$ cat src/rtl/bsc_pkg.sv
// Shared types and constants for the bounded sample counter.
package bsc_pkg;

    // Sampling modes; LAST_R behaves exactly like LAST.
    typedef enum logic [1:0] {
        LAST   = 2'd0,
        FIRST  = 2'd1,
        ACCUM  = 2'd2,
        LAST_R = 2'd3
    } mode_e;

    typedef enum logic {
        RUN  = 1'b0,
        DONE = 1'b1
    } state_e;

    // Saturation value for the hit counter; truncated to the counter width.
    localparam logic [31:0] HITS_MAX = 32'hFFFF_FFFF;

endpackage

$ cat src/rtl/bsc_step_clamp.sv
// Combinational next-x: advance by step, clamped so x lands exactly on n.
module bsc_step_clamp #(
    parameter int unsigned W      = 16,
    parameter int unsigned STEP_W = 4
) (
    input  logic [W-1:0]      x_i,
    input  logic [W-1:0]      n_i,
    input  logic [STEP_W-1:0] step_i,
    output logic [W-1:0]      x_next_o
);

    logic [W-1:0] step_ext;
    logic [W:0]   gap;
    logic [W:0]   step_wide;

    // Remaining distance and step compared in W+1 bits so nothing wraps.
    always_comb begin
        step_ext  = W'(step_i);
        gap       = {1'b0, n_i} - {1'b0, x_i};
        step_wide = {1'b0, step_ext};
        x_next_o  = (gap <= step_wide) ? n_i : (x_i + step_ext);
    end

endmodule

$ cat src/rtl/bounded_sample_counter.sv
// Bounded loop counter with selectable sampling, hit count and invariant flag.
module bounded_sample_counter
    import bsc_pkg::*;
#(
    parameter int unsigned W         = 16,
    parameter int unsigned RST_BOUND = 500,
    parameter int unsigned STEP_W    = 4
) (
    input  logic              clk,
    input  logic              rst,
    input  logic              cfg_valid,
    output logic              cfg_ready,
    input  logic [W-1:0]      cfg_bound,
    input  logic [STEP_W-1:0] cfg_step,
    input  logic [1:0]        cfg_mode,
    input  logic              sel,
    output logic [W-1:0]      x,
    output logic [W-1:0]      m,
    output logic [W-1:0]      n,
    output logic [W-1:0]      hits,
    output logic              busy,
    output logic              done,
    output logic              inv_ok
);

    localparam logic [W-1:0]      RstBound = W'(RST_BOUND);
    localparam logic [W-1:0]      HitsMax  = HITS_MAX[W-1:0];
    localparam logic [STEP_W-1:0] StepOne  = STEP_W'(1);

    state_e              state_q, state_d;
    mode_e               mode_q, mode_d;
    logic [W-1:0]        x_q, x_d;
    logic [W-1:0]        m_q, m_d;
    logic [W-1:0]        n_q, n_d;
    logic [W-1:0]        hits_q, hits_d;
    logic [STEP_W-1:0]   step_q, step_d;
    logic                first_q, first_d;

    logic [W-1:0]        x_next;
    logic [W:0]          acc;

    bsc_step_clamp #(
        .W      (W),
        .STEP_W (STEP_W)
    ) u_step_clamp (
        .x_i      (x_q),
        .n_i      (n_q),
        .step_i   (step_q),
        .x_next_o (x_next)
    );

    // State and datapath registers; synchronous reset restores defaults.
    always_ff @(posedge clk) begin
        if (rst) begin
            state_q <= RUN;
            mode_q  <= LAST;
            x_q     <= '0;
            m_q     <= '0;
            n_q     <= RstBound;
            hits_q  <= '0;
            step_q  <= StepOne;
            first_q <= 1'b0;
        end else begin
            state_q <= state_d;
            mode_q  <= mode_d;
            x_q     <= x_d;
            m_q     <= m_d;
            n_q     <= n_d;
            hits_q  <= hits_d;
            step_q  <= step_d;
            first_q <= first_d;
        end
    end

    // Next-state: stepping and sampling in RUN, config accept in DONE.
    always_comb begin
        state_d = state_q;
        mode_d  = mode_q;
        x_d     = x_q;
        m_d     = m_q;
        n_d     = n_q;
        hits_d  = hits_q;
        step_d  = step_q;
        first_d = first_q;
        acc     = {1'b0, m_q} + {1'b0, x_q};

        case (state_q)
            RUN: begin
                if (x_q < n_q) begin
                    x_d = x_next;
                    if (sel) begin
                        hits_d = (hits_q == HitsMax) ? hits_q : (hits_q + W'(1));
                        case (mode_q)
                            FIRST: begin
                                if (!first_q) begin
                                    m_d     = x_q;
                                    first_d = 1'b1;
                                end
                            end
                            ACCUM:   m_d = acc[W] ? '1 : acc[W-1:0];
                            LAST:    m_d = x_q;
                            LAST_R:  m_d = x_q;
                            default: m_d = x_q;
                        endcase
                    end
                end else begin
                    state_d = DONE;
                end
            end
            DONE: begin
                if (cfg_valid) begin
                    n_d     = cfg_bound;
                    step_d  = (cfg_step == '0) ? StepOne : cfg_step;
                    mode_d  = mode_e'(cfg_mode);
                    x_d     = '0;
                    m_d     = '0;
                    hits_d  = '0;
                    first_d = 1'b0;
                    state_d = RUN;
                end
            end
            default: state_d = RUN;
        endcase
    end

    // Observables derived directly from registered state.
    always_comb begin
        cfg_ready = (state_q == DONE);
        busy      = (state_q == RUN);
        done      = (state_q == DONE);
        x         = x_q;
        m         = m_q;
        n         = n_q;
        hits      = hits_q;
        inv_ok    = (mode_q == ACCUM) ? 1'b1
                  : !((x_q >= n_q) && (n_q != '0) && (m_q >= n_q));
    end

endmodule

$ cat config.mk
export PLATFORM = sky130hd
export DESIGN_NAME = bounded_sample_counter
export DESIGN_NICKNAME = d
export VERILOG_FILES = /design/src/rtl/bsc_pkg.sv /design/src/rtl/bsc_step_clamp.sv /design/src/rtl/bounded_sample_counter.sv
export SDC_FILE = /design/constraint.sdc
export NUM_CORES = 1
export LEC_CHECK = 0
export CAP_MARGIN = 0
export CORE_MARGIN = 2
export CORE_UTILIZATION = 45
export CTS_BUF_LIST = sky130_fd_sc_hd__clkbuf_4
export DETAILED_ROUTE_END_ITERATION = 8
export PLACE_DENSITY_LB_ADDON = 0.3
export SETUP_SLACK_MARGIN = 0.5
export SLEW_MARGIN = 20
export SYNTH_ARGS = -nofsm -noshare
export SYNTH_HDL_FRONTEND = slang
export SYNTH_SLANG_ARGS = --single-unit
export TNS_END_PERCENT = 20
$ cat constraint.sdc
create_clock -name clk -period 7.07 [get_ports clk]
set_input_delay 1.7675 -clock clk [delete_from_list [all_inputs] [get_ports clk]]
set_output_delay 1.7675 -clock clk [all_outputs]
set_load 0.02 [all_outputs]
==> results of run 1 <==
[area by class of cell]
cell class / count / area (um^2) / area share
multi-input combinational: 588 / 3920 / 0.572
sequential: 72 / 1440 / 0.210
timing repair buffer: 99 / 976 / 0.142
tap: 172 / 215 / 0.0314
inverter: 50 / 188 / 0.0274
clock buffer: 10 / 75.1 / 0.0110
clock inverter: 6 / 36.3 / 0.00530
[placed cells by master (no fill, tap or decap), types with 4 or more instances in the layout]
cell type	count
o22ai_1	10
and2_1	9
nand2_1	94
nor3_1	21
xor2_1	11
or3_1	9
o21bai_1	4
nand3b_1	8
ha_1	57
nor4_1	8
nand3_1	16
o221ai_1	6
o21a_1	8
o311ai_1	14
nor2_1	59
o21ai_0	26
clkdlybuf4s50_1	93
a21oi_1	46
clkbuf_4	10
a21o_1	26
inv_1	50
a211oi_1	20
or2_2	4
and3_1	9
o211ai_1	13
o31ai_1	4
or4_1	9
buf_4	6
nand2b_1	11
dfxtp_1	72
xnor2_1	10
nor2b_1	13
nand4_1	14
o21ai_1	5
[sequential cells by signal, summed over array words and instances (netlist names)]
| name | flops |
|---|---|
| first_q | 1 |
| cfg_ready | 1 |
| m | 16 |
| step_q | 4 |
| x | 16 |
| mode_q | 2 |
| hits | 16 |
| n | 16 |
[power breakdown]
| part | switching [mW] | internal [mW] |
|---|---|---|
| logic | 0.544 | 0.327 |
| clock network | 0.159 | 0.0735 |
| registers | 0.0758 | 0.445 |
| total | 0.779 | 0.846 |
[cell usage after synthesis, types with 9 or more instances]
| library cell | number |
|---|---|
| nor3_1 | 22 |
| o22ai_1 | 10 |
| dfxtp_1 | 72 |
| inv_1 | 50 |
| ha_1 | 57 |
| a21o_1 | 26 |
| clkbuf_1 | 26 |
| a211oi_1 | 20 |
| or3_1 | 9 |
| nand4_1 | 14 |
| nand2_1 | 94 |
| nor2_1 | 59 |
| and2_1 | 9 |
| xor2_1 | 11 |
| and3_1 | 9 |
| xnor2_1 | 10 |
| o211ai_1 | 13 |
| o21ai_0 | 27 |
| nand3_1 | 16 |
| nor2b_1 | 13 |
| or4_1 | 9 |
| o311ai_1 | 14 |
| a21oi_1 | 46 |
| nand2b_1 | 11 |
[critical path: stages, from the launching register on]
cell and delay [ns]:
dfxtp_1 0.52, inv_1 0.18, ha_1 0.35, nand2b_1 0.11
a21oi_1 0.14, o31a_2 0.37, o21ai_0 0.28, o21ai_0 0.13
o31ai_1 0.10, o211ai_1 0.17, clkdlybuf4s50_1 0.58
[worst paths after layout]
path	endpoint	depth (start not counted)	slack, ns
min reg2reg	mode_q[0]$_SDFFE_PP0P_	2	0.48
max	inv_ok	10	1.93
max reg2reg	x[10]$_SDFFE_PP0P_	13	2.97
min	mode_q[0]$_SDFFE_PP0P_	2	0.48
[per-layer routing]
metal,global-route usage,vias up
met3,0.0633,40
met2,0.457,230
met4,0.0929,0
met5,0,-
li1,-,2872
met1,0.349,2810
[metrics by stage]
stage	power, mW	setup slack (ns)	utilization	cell area, um^2	std cells
6_report	1.62	1.93	0.550	6850	997
4_1_cts	1.62	1.95	0.550	6850	997
3_3_place_gp	1.37	2.55	0.541	6740	981
3_5_place_dp	1.39	2.43	0.541	6740	981
2_1_floorplan	1.10	3.10	-	5700	743
5_1_grt	1.74	1.72	0.550	6850	997
[kinds of logic (layout without fill, tap and decap cells)]
family                   after synthesis  count (layout)  synth area share
AO/OA/AOI/OAI                        209             209             0.256
buffers and inverters                 83             165            0.0595
flip-flops                            72              72             0.253
XOR/XNOR                              21              21            0.0323
adder cells (fa/ha/maj)               60              60             0.136
AND/OR/NAND/NOR                      295             295             0.258
multiplexers                           3               3           0.00571
==> impl_results.md, run 1 <==
* Yosys warns at 0
* Final Cycle Share at 0.727
* Worst setup EP type: primary output
* Hold path startpoint: mode_q[0]$_SDFFE_PP0P_
* F_max at 195 MHz
* Final slew viol count at 0
* RSZ-0062 raised after global routing: false
* Netlist cell types at 68
* Layout fillers at 1198
* Quantity of gates resized following cts at 0
* CTS H-tree depth at 3
* Metal2 WL at 8.44 mm
* Die footprint at 13600 um^2
* IO buf count at 93
* Clock tree from TritonCTS: yes
* # diodes at 0
* Arrival time worst endpoint at 3.37 ns
* Final setup fails at 0
* Wire per inst at 17.9 um
* Initial antenna violation count at 0
* Starting density of the core at 0.457
* CORE AREA at 12500 um^2
* Max_cap viols at 0
* Worst Setup SP: x[1]$_SDFFE_PP0P_
* Least-Margin Pin Slew at 1.16 ns
* Seq cells post-synth at 72
* Clock Tree Buf Depth at 2
* Io pins at 94
* Hold Fails Final Rpt at 0
* Cell Pwr Density at 237 nW/um^2
* Total GRT Usage at 0.274
* Die height at 117 um
* Met1 WL at 7.72 mm
* CTS clock-pin slew for the worst setup and hold paths at 0.12 ns
* Hold Buf Count CTS at 0
* Worst Setup Path Type: flop to primary output
* HPWL Detailed at 13.5 mm
* Highest routed layer: met4
* Post-route setup TNS at 0 ns
* 1st-pass router iterations at 5
* First-pass GRT wire length at 29.0 mm
* CP required at 5.30 ns
* DRC at 0
* # rows at 41
* Post-synth EDFFs at 0
* Largest net degree at the start of global routing at 32
* Min Tclk post-route at 5.14 ns
* Mapped Area at 5700 um^2
* Synth Flop Type: dfxtp_1
* Max IR drop VDD at 0.186 mV
* Hold slack at 0.476 ns
* Dominant cell type by area after synthesis: dfxtp_1
* Clk root buf: clkbuf_4
* Worst skew pair latency at 0.46 ns
* WL met3 at 1.25 mm
* Seq/Total Area, Yosys at 0.253
* Crit Path Max Fanout at 7
* Post-Route WL at 17.9 mm
* Status: finished clean
* Via Count at 5952
* GPL Wtd Cong at 1.03
* Grt total ovfl at 0
* Synth top area share at 0.253
* Cells after synthesis at 743
* Worst r2r src: x[1]$_SDFFE_PP0P_
* Nature of the critical path startpoint: flop
* Total setup buffers inserted after CTS at 0
* Sink Count at 72
* Vias/cell at 5.97
* Leak Pwr at 2.73 nW
* Setup Skew at 0.0161 ns
* 1st-iter DRT viols at 436
* Area Overhead vs Synth at 20.3%
* Post-route antenna net violation count at 0
* Fin nets at 906
* Layout cell share with drive strength beyond 1 at 0.0509
* Vias in the first global route at 5833
* Die width at 117 um
* Syn Area/Cell at 7.67 um^2
* FFs w/ async S/R, synth at 0
* Dominant cells by area after synthesis: dfxtp_1 25%, ha_1 13%, nand2_1 6.2%
* Syn nets at 829
* Number of CTS-inserted buffers at 9
* Worst min-delay path category: flop to flop
* Max_slew headroom at 0.224
No activity file was read; power rests on OpenSTA's default activity.
==> run 2: changes to the inputs <==
Clock period 7.07 ns to 5.1 ns, I/O delays scaled along.
==> impl_results.md, run 2 (same netlist as run 1, synthesis figures left out) <==
* CP endpoint: inv_ok
* HPWL Detailed at 13.9 mm
* F_max at 241 MHz
* Status: finished clean
* 1st-iter DRT viols at 455
* Worst min-delay path category: flop to flop
* Worst setup EP type: primary output
* Worst skew pair latency at 0.48 ns
* Clock tree from TritonCTS: yes
* Cell Count, Final, Fillers Out at 1001
* Vias in the first global route at 5704
* First-pass GRT wire length at 28.9 mm
* Nature of the critical path startpoint: flop
* Post-route setup TNS at 0 ns
* Cell Pwr Density at 337 nW/um^2
* Max_cap viols at 0
* CP required at 3.83 ns
* Total setup buffers inserted after CTS at 0
* Reg-to-reg endpoint: x[9]$_SDFFE_PP0P_
* Layout cell share with drive strength beyond 1 at 0.0639
* Worst Setup SP: x[1]$_SDFFE_PP0P_
* # diodes at 0
* Total power at 2.33 mW
* Final Cycle Share at 0.813
* Crit Path Max Fanout at 7
* Hold Fails Final Rpt at 0
* Final slew viol count at 0
* Largest net degree at the start of global routing at 32
* Die height at 117 um
* GPL Wtd Cong at 0.949
* Setup ws final at 0.955 ns
* DRC at 0
* Clk root buf: clkbuf_4
* RSZ-0062 raised after global routing: false
* Least-Margin Pin Slew at 0.915 ns
* Die footprint at 13600 um^2
* Fin nets at 910
* Wire per inst at 18.0 um
* Area Overhead vs Synth at 21.6%
* CTS clock-pin slew for the worst setup and hold paths at 0.15 ns
* 1st-pass router iterations at 5
* Via Count at 5884
* Io pins at 94
* CORE AREA at 12500 um^2
* Most frequent cells in the layout: 94 x nand2_1, 92 x clkdlybuf4s50_1, 68 x dfxtp_1, 59 x nor2_1, 56 x ha_1
* Worst Setup Path Type: flop to primary output
* Most common cell after layout, fill and taps aside: nand2_1
* Post-Route WL at 18.0 mm
* Sink Count at 72
* Grt total ovfl at 0
* Leak Pwr at 2.77 nW
* Clock Tree Buf Depth at 2
* Post-route antenna net violation count at 0
* Arrival time worst endpoint at 2.87 ns
* Pre-CTS setup slack at 1.05 ns
* Max IR drop VDD at 0.200 mV
* Flop2flop setup slack at 1.22 ns
* IO buf count at 93
* Starting density of the core at 0.457
* Reg2Reg Depth at 10
* Max_slew headroom at 0.374
* Vias/cell at 5.88
* Initial antenna violation count at 0
* Min Tclk post-route at 4.14 ns
* Setup Skew at 0.0259 ns
* Total GRT Usage at 0.274
* Final Core Density at 0.555
* Number of CTS-inserted buffers at 9
* Post-Place Cells at 985
* Final setup fails at 0
* # rows at 41
* Die width at 117 um
* CTS H-tree depth at 3
* Worst r2r src: x[13]$_SDFFE_PP0P_
[run 2: repair_timing]
action | CTS | global route
resized for setup | 1 | 5
setup endpoints to repair | 1 | 1
hold buffers | 0 | 0
[run 2: report_power, final]
part	switching (mW)	total, mW	internal (mW)
clock	0.235	0.392	0.157
sequential	0.102	0.719	0.617
combinational	0.756	1.22	0.463
[run 2: worst max-delay path: stages (launching register included)]
cell            delay (ns)
dfxtp_2               0.43
inv_1                 0.13
ha_1                  0.33
nand2b_1              0.11
a21oi_1               0.12
o31a_2                0.37
o21ai_0               0.28
o21ai_0               0.13
o31ai_1               0.09
o211ai_1              0.17
dlymetal6s2s_1        0.24
[run 2: cell type report]
type | count | area (um^2)
Sequential cell | 72 | 1450
Clock inverter | 6 | 67.6
Multi-Input combinational cell | 588 | 3920
Fill cell | 1206 | 5540
Clock buffer | 10 | 75.1
Inverter | 50 | 188
Tap cell | 172 | 215
Timing Repair Buffer | 103 | 1010
[run 2: stage by stage]
stage	hold slack [ns]	instance area, um^2
final	0.478	6920
after global routing	0.508	6920
after CTS	0.478	6910
after detailed placement	0.459	6770
after global placement	0.448	6770
after floorplan	0.437	5700
[run 2: worst min path at each step]
| stage | start | end | cells past startpoint |
|---|---|---|---|
| final | mode_q[1]$_SDFFE_PP0P_ | mode_q[1]$_SDFFE_PP0P_ | 2 |
| after global routing | mode_q[0]$_SDFFE_PP0P_ | mode_q[0]$_SDFFE_PP0P_ | 2 |
| after CTS | mode_q[1]$_SDFFE_PP0P_ | mode_q[1]$_SDFFE_PP0P_ | 2 |
| after detailed placement | first_q$_SDFFE_PP0P_ | first_q$_SDFFE_PP0P_ | 2 |
| after global placement | first_q$_SDFFE_PP0P_ | first_q$_SDFFE_PP0P_ | 2 |
| after floorplan | first_q$_SDFFE_PP0P_ | first_q$_SDFFE_PP0P_ | 2 |
[run 2: layer usage]
layer,vias up,share of wire,track usage
met2,229,0.47,0.465
met4,0,0.019,0.0849
met3,30,0.059,0.0483
met5,-,0,0
li1,2874,-,-
met1,2751,0.45,0.355
